[config.mk]
export PLATFORM = sky130hd
export DESIGN_NAME = flit_input_buffer
export DESIGN_NICKNAME = d
export VERILOG_FILES = /design/src/rtl/flit_input_buffer.sv
export SDC_FILE = /design/constraint.sdc
export NUM_CORES = 1
export LEC_CHECK = 0
export BUFFER_PORTS_ARGS = -buffer_cell sky130_fd_sc_hd__buf_2
export CAP_MARGIN = 20
export CELL_PAD_IN_SITES_DETAIL_PLACEMENT = 1
export CELL_PAD_IN_SITES_GLOBAL_PLACEMENT = 2
export CORE_MARGIN = 2
export CORE_UTILIZATION = 40
export DETAILED_ROUTE_END_ITERATION = 10
export PLACE_DENSITY = 0.79
export SYNTH_ARGS = -nofsm -noshare
export SYNTH_HDL_FRONTEND = slang
export SYNTH_SLANG_ARGS = --single-unit
[constraint.sdc]
create_clock -name CLK -period 3.16 [get_ports CLK]
set_input_delay 0 -clock CLK [delete_from_list [all_inputs] [get_ports CLK]]
set_output_delay 0 -clock CLK [all_outputs]
set_load 0.01 [all_outputs]
[src/rtl/flit_input_buffer.sv]
// Router input stage: buffers raw link flits in a small FIFO, resolves the
// output direction once per packet from the head flit, and presents flits
// downstream with a valid/ready handshake. One credit is returned upstream
// for every flit that leaves the FIFO, including dropped orphan flits.
//
// Ports:
//   CLK        clock, all state on posedge
//   RST_X      asynchronous active-low reset
//   IN         incoming flit, written when IN[W_FLIT-1] = 1
//   CREDIT_OUT one-cycle pulse, the cycle after each flit leaves the FIFO
//   OUT        front flit when presented, all zero otherwise
//   OUT_DIR    one-hot output direction of the current packet, 0 when idle
//   OUT_READY  downstream accepts OUT this cycle
//   ERR        one-cycle pulse on a protocol error (bad dest, orphan flit)
//   OVF        sticky overflow flag, set on a dropped write to a full FIFO
//   PKT_CNT    wrapping count of delivered tail flits
module flit_input_buffer #(
    parameter int W_FLIT = 8,
    parameter int W_DIR  = 5,
    parameter int DEPTH  = 4,
    parameter int W_CNT  = 8
) (
    input  logic              CLK,
    input  logic              RST_X,
    input  logic [W_FLIT-1:0] IN,
    output logic              CREDIT_OUT,
    output logic [W_FLIT-1:0] OUT,
    output logic [W_DIR-1:0]  OUT_DIR,
    input  logic              OUT_READY,
    output logic              ERR,
    output logic              OVF,
    output logic [W_CNT-1:0]  PKT_CNT
);

    localparam int W_PTR = $clog2(DEPTH);

    typedef enum logic {IDLE, BUSY} state_t;

    state_t            state;
    logic [W_FLIT-1:0] mem [DEPTH];
    logic [W_PTR-1:0]  wr_ptr;
    logic [W_PTR-1:0]  rd_ptr;
    logic [W_PTR:0]    count;
    logic [W_DIR-1:0]  dir_q;

    logic [W_FLIT-1:0] front;
    logic              nonempty;
    logic              full;
    logic              front_head;
    logic              front_tail;
    logic [2:0]        dest;
    logic              dest_bad;
    logic [W_DIR-1:0]  dec_dir;
    logic              present;
    logic              drop;
    logic              pop;
    logic              adv;
    logic              wr;

    assign front      = mem[rd_ptr];
    assign nonempty   = (count != '0);
    assign full       = (count == (W_PTR+1)'(DEPTH));
    assign front_head = front[W_FLIT-2];
    assign front_tail = front[W_FLIT-3];
    assign dest       = front[2:0];
    assign dest_bad   = (int'(dest) >= W_DIR);
    // Out-of-range destinations fall back to the local port (bit 0).
    assign dec_dir    = dest_bad ? W_DIR'(1) : (W_DIR'(1) << dest);

    // In IDLE only a head flit may be presented; any other front flit is an
    // orphan and is popped internally without ever appearing on OUT.
    assign present = nonempty && ((state == BUSY) || front_head);
    assign drop    = nonempty && (state == IDLE) && !front_head;
    assign pop     = present && OUT_READY;
    assign adv     = pop || drop;
    // A full FIFO still accepts a write when a slot frees up this same cycle.
    assign wr      = IN[W_FLIT-1] && (!full || adv);

    assign OUT     = present ? front : '0;
    assign OUT_DIR = present ? ((state == BUSY) ? dir_q : dec_dir) : '0;
    assign ERR     = drop || (pop && (state == IDLE) && dest_bad);

    always_ff @(posedge CLK) begin
        if (wr) begin
            mem[wr_ptr] <= IN;
        end
    end

    always_ff @(posedge CLK or negedge RST_X) begin
        if (!RST_X) begin
            state      <= IDLE;
            wr_ptr     <= '0;
            rd_ptr     <= '0;
            count      <= '0;
            dir_q      <= '0;
            CREDIT_OUT <= 1'b0;
            OVF        <= 1'b0;
            PKT_CNT    <= '0;
        end else begin
            CREDIT_OUT <= adv;
            if (wr) begin
                wr_ptr <= wr_ptr + 1'b1;
            end
            if (adv) begin
                rd_ptr <= rd_ptr + 1'b1;
            end
            case ({wr, adv})
                2'b10:   count <= count + 1'b1;
                2'b01:   count <= count - 1'b1;
                default: count <= count;
            endcase
            if (IN[W_FLIT-1] && full && !adv) begin
                OVF <= 1'b1;
            end
            if (pop && front_tail) begin
                PKT_CNT <= PKT_CNT + 1'b1;
            end
            case (state)
                IDLE: begin
                    if (pop) begin
                        dir_q <= dec_dir;
                        if (!front_tail) begin
                            state <= BUSY;
                        end
                    end
                end
                BUSY: begin
                    if (pop && front_tail) begin
                        state <= IDLE;
                    end
                end
                default: state <= IDLE;
            endcase
        end
    end

endmodule

=== Word level (Yosys, flattened, before mapping) ===
Memory sizes are Yosys's and may differ from the RTL's.
Index checks and enable logic that the tools add are counted.

* Add/sub/neg operators: 5
* Order comparisons: 1
* Eq/ne operators: 3
* Shifts and indexed selects: 1
* Mux-type cells: 11
* Bitwise gates (word level): 1
* Reduce and logical (&&, ||, !) cells: 20

{| class="wikitable"
|+ Operator list
! cell !! count
|-
| two-way mux 5 bit || 3
|-
| logical AND 1 bit || 10
|-
| adder 8 x 1 -> 8 bit, second input constant || 1
|-
| two-way mux 8 bit || 1
|-
| case mux 3 bit (2 select lines) || 1
|-
| two-way mux 1 bit || 5
|-
| left shift 1 x 3 -> 5 bit, first input constant || 1
|-
| adder 2 x 1 -> 2 bit, second input constant || 2
|-
| logical OR 1 bit || 4
|-
| adder 3 x 1 -> 3 bit, second input constant || 1
|-
| equality test 3 bit, second input constant || 1
|-
| >= comparator 3 bit, second input constant || 1
|-
| logical NOT 1 bit || 3
|-
| nonzero test 3 bit || 1
|-
| subtractor 3 x 1 -> 3 bit, second input constant || 1
|-
| equality test 2 x 1 -> 1 bit, second input constant || 1
|-
| equality test 2 bit, second input constant || 1
|-
| case mux 1 bit (2 select lines) || 1
|-
| AND reduction 2 bit || 1
|-
| nonzero test 2 bit || 1
|-
| inverter 1 bit || 1
|}

* Register bits after elaboration: 23
* RAM bits: 32
* Bits of input ports: 11
* Output and inout port bits: 24
* Word-level logic and storage cells: 51
* Memories: 1

{| class="wikitable"
|+ Memory list
! memory !! depth !! width !! read ports !! clocked after Yosys merged registers in !! wr ports !! line !! source
|-
| mem || 4 || 8 || 1 || 0 || 1 || 40 || <nowiki>logic [W_FLIT-1:0] mem [DEPTH];</nowiki>
|}

=== Longest topological paths before layout ===
Gate-level depths: netlist (run 1).
An unclocked memory read counts as a cell.

* Depth in word-level cells: 9
* Mapped depth: 11
* Mapped depth without buffers: 10

=== Worst setup path before layout (run 1) ===
Ideal clock, no wire load.

* Path type: register to register
* Start point: register rd_ptr[0]
* End point: register count[2]
* Library setup time: 0.079 ns
* Arrival: 2.441 ns
* Data required time: 3.081 ns
* Path slack: 0.640 ns
* Cell stages (with the launch flop): 11
* Path buffers: 1
* Period minus slack after synthesis: 2.520 ns
* Path through: dfrtp_1 buf_6 mux4_2 o21a_1 nor2_1 ha_1 inv_1 fa_1 xor2_1 nor2_1 xor2_1

* Word-level cells in the longest chain between the ends: 9
* Elaborated cells on any way between the ends: 13
* Those cells by class: 2 x eq/ne; 1 x mux; 9 x reduce/logical; 1 x memory

{| class="wikitable"
|+ Ends and longest elaborated chain
! item !! line !! source
|-
| from (decl) || 42 || <nowiki>logic [W_PTR-1:0] rd_ptr;</nowiki>
|-
| from (signal assigned) || 105 || <nowiki>rd_ptr <= rd_ptr + 1'b1;</nowiki>
|-
| memory read (4 x 8 bit) (*) || - ||
|-
| logical OR 1 bit || 72 || <nowiki>assign present = nonempty && ((state == BUSY) || front_head);</nowiki>
|-
| logical AND 1 bit || 72 ||
|-
| logical AND 1 bit || 74 || <nowiki>assign pop = present && OUT_READY;</nowiki>
|-
| logical OR 1 bit (*) || 75 || <nowiki>assign adv = pop || drop;</nowiki>
|-
| via adv || 57 || <nowiki>logic adv;</nowiki>
|-
| logical OR 1 bit || 77 || <nowiki>assign wr = IN[W_FLIT-1] && (!full || adv);</nowiki>
|-
| logical AND 1 bit || 77 ||
|-
| equality test 2 x 1 -> 1 bit / equality test 2 bit (equally long branches) || 107 || <nowiki>case ({wr, adv})</nowiki>
|-
| case mux 3 bit (2 select lines) / nonzero test 2 bit (equally long branches) || - ||
|-
| to (signal assigned) || 108 || <nowiki>2'b10: count <= count + 1'b1;</nowiki>
|-
| to (signal assigned) || 109 || <nowiki>2'b01: count <= count - 1'b1;</nowiki>
|-
| to (signal assigned) || 110 || <nowiki>default: count <= count;</nowiki>
|-
| to (decl) || 43 || <nowiki>logic [W_PTR:0] count;</nowiki>
|}

Mark *: on every way through the listed nets, which the timed path passes. The rest lies on a longest branch.
A chain may end at the register's enable or synchronous reset.

=== Worst setup path in the final report (run 1) ===
* Start point: register rd_ptr[1]
* End point: register count[2]

The elaborated chain is that of the path after synthesis.

==> insert_results.sql, run 1 <==
INSERT INTO impl_metrics (metric_group, metric, value, unit) VALUES
('global_route', 'grt_remaining_overflow', '0', ''),
('setup_path', 'timing.rr.end', 'count[2]', ''),
('placement', 'gpl.final_weighted_congestion', '0.7126', ''),
('placement', 'io_buffer_count', '34', ''),
('route', 'detail_route.wirelength', '5266', 'um'),
('hold_path', 'hold_path_class', 'in2reg', ''),
('global_route', 'pin_count_of_the_biggest_net_entering_global_routing', '24', ''),
('global_route', 'global_route.usage.total', '0.1614', ''),
('cells_and_area', 'layout.nets', '236', ''),
('setup_path', 'critical_path.reg2reg.startpoint', 'rd_ptr[1]', ''),
('timing', 'worst_clock_skew', '7.559', 'ps'),
('route', 'viasPerCell', '5.235', ''),
('die', 'design.portCount', '35', ''),
('yosys', 'synth-seq-cells', '55', ''),
('outcome', 'run_status', 'complete, no violations', ''),
('clocking', 'hold_buffers', '9', ''),
('power', 'power.share.sequential', '0.415', ''),
('die', 'fp-row-count', '28', ''),
('cells_and_area', 'fillCellCount', '625', ''),
('yosys', 'postSynthCellCount', '172', ''),
('route', 'drt_first_iter_violations', '101', ''),
('power', 'power_switching_share', '0.3935', ''),
('clocking', 'numCtsBuffers', '5', ''),
('cells_and_area', 'area.growth.synth_to_final', '16.74', '%'),
('timing', 'finalWorstPathRequiredPeriod', '2646', 'ps'),
('timing', 'max_clock_freq', '0.3779', 'GHz'),
('yosys', 'yosys_warnings', '0', ''),
('die', 'core-area', '5991', 'um^2'),
('yosys', 'synthArstFlopShare', '0.4182', ''),
('setup_path', 'reg2regPathDepth', '9', ''),
('die', 'initial_standard_cell_utilization_of_the_core', '0.4167', ''),
('placement', 'postPlaceCellArea', '2739', 'um^2'),
('yosys', 'post_synth_most_frequent_cells', 'edfxtp_1 (32), dfrtp_1 (23), nand2_1 (12), inv_1 (11), xor2_1 (9)', ''),
('yosys', 'number_of_enable_flip_flop_cells_after_synthesis', '32', ''),
('hold_path', 'worst_hold_startpoint', 'IN[7]', ''),
('die', 'die_width', '83.00', 'um'),
('hold_path', 'hold_path_end', 'mem[3][7]', ''),
('clocking', 'clock_latency', '310', 'ps'),
('power', 'powerDensity', '969.9', 'nW/um^2'),
('clocking', 'resize_count_post_cts', '0', ''),
('route', 'drc', '0', ''),
('yosys', 'synthTopCellsByArea', 'edfxtp_1 (38%), dfrtp_1 (23%), mux4_1 (6.3%)', ''),
('placement', 'dp.final_hpwl', '3827', 'um'),
('power', 'peakVddDrop', '354.4', 'uV'),
('yosys', 'mappedNetlistArea', '2496', 'um^2'),
('setup_path', 'r2r_setup_slk', '510', 'ps'),
('timing', 'timing.final.crit_share', '0.8375', ''),
('hold_path', 'min_delay_path_depth', '1', ''),
('timing', 'hold_viol_final', '0', ''),
('clocking', 'clk_transition_reported_paths', '90', 'ps'),
('timing', 'grt_setup_unrepaired', 'false', ''),
('cells_and_area', 'antenna-diode-count', '0', ''),
('yosys', 'synth_top_area_frac', '0.3850', ''),
('power', 'internal-power', '1.714', 'mW'),
('clocking', 'max-clock-path-buffers', '2', ''),
('setup_path', 'critPathArrivalTime', '2880', 'ps'),
('setup_path', 'timing.setup.critical_path_class', 'reg2reg', ''),
('yosys', 'synth.avg_cell_area', '14.51', 'um^2'),
('global_route', 'grt_antenna_before_repair', '0', ''),
('yosys', 'synth.distinct_cells', '43', ''),
('die', 'die_y_extent', '83.00', 'um'),
('cells_and_area', 'final_design_area_no_fill', '2914', 'um^2'),
('setup_path', 'cp-start-kind', 'register', ''),
('power', 'p_leak', '1.239', 'nW'),
('route', 'vias', '1539', ''),
('die', 'total_die_area', '6888', 'um^2'),
('clocking', 'cts_post_setup_buffers_inserted', '0', ''),
('timing', 'tightest_slew', '669.5', 'ps'),
('clocking', 'clock-root-buffer', 'clkbuf_8', ''),
('timing', 'final-max-slew-violation-count', '0', ''),
('timing', 'slew_headroom', '0.5489', '');
-- per-stage QoR --
step                      hold WS (ps)  utilization  instances  total power [mW]  setup WS (ps)
after floorplan                 -295.6            -        172             2.026          640.2
after global placement           7.514       0.4572        277             2.374          618.0
after detailed placement         23.51       0.4572        277             2.484          501.6
after CTS                       0.1036       0.4864        294             2.867          452.3
after global routing             14.61       0.4864        294             3.032          291.3
final                            9.605       0.4864        294             2.826          513.6
-- state kept, by name, indices dropped and copies added, names as in the netlist, named ones only --
name        cells
CREDIT_OUT      1
OVF             1
PKT_CNT         8
count           3
dir_q           5
mem            32
rd_ptr          2
wr_ptr          2
-- layout make-up --
cell class	instances	area, um^2	area share
sequential	55	1536	0.5273
multi-input combinational	99	875.8	0.3006
timing repair buffer	45	275.3	0.09446
tap	75	93.84	0.03220
clock buffer	6	72.57	0.02490
inverter	12	47.55	0.01632
clock inverter	2	12.51	0.004294
-- cell families after synthesis --
group	synth area share
flip-flops	0.6155
AND/OR/NAND/NOR	0.1043
buffers and inverters	0.03358
AO/OA/AOI/OAI	0.04561
multiplexers	0.1138
XOR/XNOR	0.04912
adder cells (fa/ha/maj)	0.03809
-- metal layers --
metal	vias up	GRT usage	routed length, um
met1	792	0.1871	2163
met4	0	0.07601	97
met2	32	0.2837	2807
li1	707	-	-
met3	8	0.03479	198
met5	-	0	0
-- how the worst max path moves through the flow --
stage / start / end / slack, ps / cells past startpoint
CTS: rd_ptr[1] / OUT_DIR[0] / 450 / 6
floorplan: rd_ptr[0] / count[2] / 640 / 10
finish: rd_ptr[1] / count[2] / 510 / 9
global placement: rd_ptr[1] / count[2] / 620 / 9
detailed placement: rd_ptr[1] / count[2] / 500 / 9
global route: rd_ptr[1] / count[2] / 290 / 9
-- critical path, stage by stage, from the launching register on --
cell and delay [ps]:
dfrtp_1 600, mux4_2 490, o21a_1 250, nor2_1 200, ha_1 220, inv_1 60
fa_1 370, xor2_1 150, nor2_1 110, xor2_1 140
-- layout by cell type (no fill, tap or decap), types with 2 or more instances in the layout --
master	Yosys	routed
xnor2_1	5	5
nand2_1	12	12
dfrtp_1	23	23
a21oi_1	5	5
nor3b_1	2	2
nor2_1	6	6
nand3_1	2	2
mux4_2	2	2
ha_1	6	6
xor2_1	9	9
mux2_2	4	4
buf_4	1	2
edfxtp_1	32	32
o21a_1	2	2
a31oi_1	2	2
o21ai_0	3	3
mux4_1	6	6
nor2b_1	6	6
clkbuf_8	0	5
buf_2	1	34
dlygate4sd3_1	0	9
nor3_1	5	5
nand4_1	2	2
and3_2	4	4
inv_1	11	11
-- power groups by stage --
| stage | Sequential, mW | Clock, mW | Combinational (mW) |
|---|---|---|---|
| CTS | 1.17 | 0.383 | 1.31 |
| floorplan | 1.13 | 0 | 0.897 |
| finish | 1.17 | 0.372 | 1.28 |
| global route | 1.20 | 0.410 | 1.42 |
| global placement | 1.16 | 0 | 1.22 |
| detailed placement | 1.19 | 0 | 1.30 |
No activity file was read; power rests on OpenSTA's default activity.
==> inputs of run 2 (changes only) <==
CORE_UTILIZATION = 36   (was 40)
PLACE_DENSITY = 0.75   (was 0.79)
clock period = 2.22 ns   (was 3.16 ns; I/O delays follow)
==> run 2 against run 1 <==
Effect of this change:
- the run now ends with setup timing left
- worst setup slack got worse by 670 ps
- final cell count rose by 7.5%
- power rose by 53%
- clock skew rose by 4.3 ps
- non-clock buffer count rose by 17
==> insert_results.sql, run 2 (synthesis gave the netlist of run 1 again) <==
INSERT INTO impl_metrics (metric_group, metric, value, unit) VALUES
('outcome', 'run_status', 'finished with violations', ''),
('outcome', 'violations', 'setup timing', ''),
('timing', 'finalHoldWorstSlack', '187.5', 'ps'),
('cells_and_area', 'postLayoutCoreUtil', '0.4598', ''),
('cells_and_area', 'registers.top_by_ff_count', 'mem', ''),
('route', 'viasPerCell', '4.741', ''),
('setup_path', 'crit_chain', 'mux4_2 -> o21a_1 -> nor2_2 -> ha_4 -> inv_2 -> fa_2 -> xor2_1 -> nor2_1 -> xor2_1', ''),
('timing', 'setup-violations-final', '2', ''),
('setup_path', 'critical_path_buf_inv_count', '1', ''),
('cells_and_area', 'antenna-diode-count', '0', ''),
('setup_path', 'crit_path_max_incr_delay', '560', 'ps'),
('die', 'die_width', '87.27', 'um'),
('cells_and_area', 'final_design_area_no_fill', '3107', 'um^2'),
('setup_path', 'timing.setup.critical_path_class', 'reg2reg', ''),
('global_route', 'global_route.usage.total', '0.1425', ''),
('timing', 'final_critical_path_setup_slack', '-152.2', 'ps'),
('clocking', 'h-tree-depth', '2', ''),
('timing', 'grt_setup_unrepaired', 'true', ''),
('clocking', 'clock-root-buffer', 'clkbuf_8', ''),
('timing', 'slew_headroom', '0.6394', ''),
('cells_and_area', 'fillCellCount', '722', ''),
('power', 'peakVddDrop', '469.0', 'uV'),
('die', 'core-area', '6756', 'um^2'),
('setup_path', 'worstPathRequired', '2450', 'ps'),
('setup_path', 'cp_top_family', 'multiplexers', ''),
('setup_path', 'r2r_setup_slk', '-150', 'ps'),
('cells_and_area', 'final_layout_size_suffix_gt1_frac', '0.3686', ''),
('die', 'total_die_area', '7616', 'um^2'),
('route', 'drc', '0', ''),
('timing', 'timing.final.crit_share', '1.069', ''),
('clocking', 'tritoncts_clock_tree', 'done', ''),
('setup_path', 'critPathArrivalTime', '2610', 'ps'),
('cells_and_area', 'top_library_cells_by_usage_in_the_layout_fill_and_taps_aside', 'buf_2 (34), edfxtp_1 (32), dfrtp_1 (23)', ''),
('power', 'powerDensity', '1391', 'nW/um^2'),
('setup_path', 'cp-start-kind', 'register', ''),
('global_route', 'pin_count_of_the_biggest_net_entering_global_routing', '24', ''),
('route', 'vias', '1498', ''),
('clocking', 'numClockSinks', '55', ''),
('clocking', 'clock_latency', '310', 'ps'),
('clocking', 'numCtsBuffers', '5', ''),
('global_route', 'wire_length_of_the_first_global_routing_pass', '8100', 'um'),
('die', 'design.portCount', '35', ''),
('timing', 'final-max-slew-violation-count', '0', ''),
('die', 'initial_standard_cell_utilization_of_the_core', '0.3694', ''),
('placement', 'io_buffer_count', '34', ''),
('cells_and_area', 'multi_input_comb_area', '923.4', 'um^2'),
('timing', 'max_clock_freq', '0.4215', 'GHz'),
('setup_path', 'worst_path_most_repeated_cell', 'xor2_1', ''),
('timing', 'hold_viol_final', '0', ''),
('cells_and_area', 'biggest_registers_after_layout', 'mem x32, PKT_CNT x8, dir_q x5', ''),
('cells_and_area', 'sequential_cell_area', '1536', 'um^2'),
('cells_and_area', 'final_common_cell', 'buf_2', ''),
('global_route', 'grt_antenna_before_repair', '0', ''),
('route', 'postRouteAntennaNets', '0', ''),
('flow_run', 'cap_viol_max_count', '0', ''),
('timing', 'tightest_slew', '540.9', 'ps'),
('setup_path', 'crit_path_max_fanout', '3', ''),
('clocking', 'clk_transition_reported_paths', '100', 'ps'),
('cells_and_area', 'layout.nets', '253', ''),
('power', 'p_leak', '1.321', 'nW'),
('global_route', 'first_global_vias', '1546', ''),
('timing', 'worst_clock_skew', '11.90', 'ps'),
('placement', 'postPlaceCellArea', '2823', 'um^2'),
('die', 'fp-row-count', '30', ''),
('cells_and_area', 'largest_reg_flops', '32', ''),
('global_route', 'grt_remaining_overflow', '0', ''),
('route', 'detail_route.wirelength', '4959', 'um'),
('route', 'drtPass1Iterations', '3', ''),
('route', 'drt_first_iter_violations', '50', ''),
('die', 'die_y_extent', '87.27', 'um'),
('hold_path', 'hold_path_class', 'in2async', ''),
('setup_path', 'endpoint_kind_of_the_worst_setup_timing_path', 'register', ''),
('clocking', 'max-clock-path-buffers', '2', ''),
('setup_path', 'critPathSlowestCell', 'mux4_2', ''),
('timing', 'finalWorstPathRequiredPeriod', '2372', 'ps'),
('route', 'wl_per_cell', '15.69', 'um'),
('placement', 'dp.final_hpwl', '3392', 'um'),
('cells_and_area', 'area.growth.synth_to_final', '24.46', '%'),
('power', 'total_power', '4.321', 'mW'),
('placement', 'gpl.final_weighted_congestion', '0.7348', '');
run 2: cell types whose count changed in the layout (fill, tap and decap cells not counted), moves of 2 or more:
cell | before | now
buf_4 | 2 | 17
inv_1 | 11 | 9
inv_2 | 0 | 2
mux4_1 | 6 | 4
mux4_2 | 2 | 4
nor3b_1 | 2 | 0
nor3b_2 | 0 | 2
run 2: layout make-up:
cell class / count / area share
Clock buffer: 6 / 0.02336
Tap cell: 80 / 0.03222
Timing Repair Buffer: 62 / 0.1317
Inverter: 12 / 0.01530
Sequential cell: 55 / 0.4946
Multi-Input combinational cell: 99 / 0.2972
Clock inverter: 2 / 0.005638
run 2: final timing paths:
path | cells after the start | end | start
max | 9 | count[2] | rd_ptr[0]
max in group asynchronous | 2 | PKT_CNT[0] | RST_X
max reg2reg | 9 | count[2] | rd_ptr[0]
min | 2 | dir_q[3] | RST_X
min in group CLK | 2 | mem[0][6] | IN[6]
min reg2reg | 2 | dir_q[4] | dir_q[4]
run 2: routing by layer:
layer | track usage | vias up | wire length, um
li1 | - | 742 | -
met1 | 0.1949 | 728 | 2329
met2 | 0.2238 | 21 | 2420
met3 | 0.03223 | 7 | 137
met4 | 0.05035 | 0 | 72
met5 | 0 | - | 0
run 2: through the flow:
step | cells | setup slack [ps] | TNS [ps]
6_report | 316 | -152.2 | -165.4
3_5_place_dp | 292 | -105.0 | -117.4
5_1_grt | 316 | -295.3 | -456.7
4_1_cts | 311 | -140.1 | -182.2
2_1_floorplan | 172 | -252.4 | -384.8
3_3_place_gp | 292 | -44.69 | -44.69
run 2: repair_timing:
item | 4_1_cts | 5_1_grt
setup endpoints to repair | 6 | 6
cloned | 0 | 0
hold buffers | 10 | 0
setup buffers | 1 | 5
endpoints found under the hold margin | 56 | 0
pin swaps | 0 | 5
resized for setup | 5 | 10
run 2: report_power, final:
| group | total (mW) | internal, mW | switching (mW) |
|---|---|---|---|
| logic | 2.15 | 1.04 | 1.11 |
| registers | 1.61 | 1.41 | 0.197 |
| clock network | 0.562 | 0.230 | 0.333 |
| total | 4.32 | 2.68 | 1.64 |
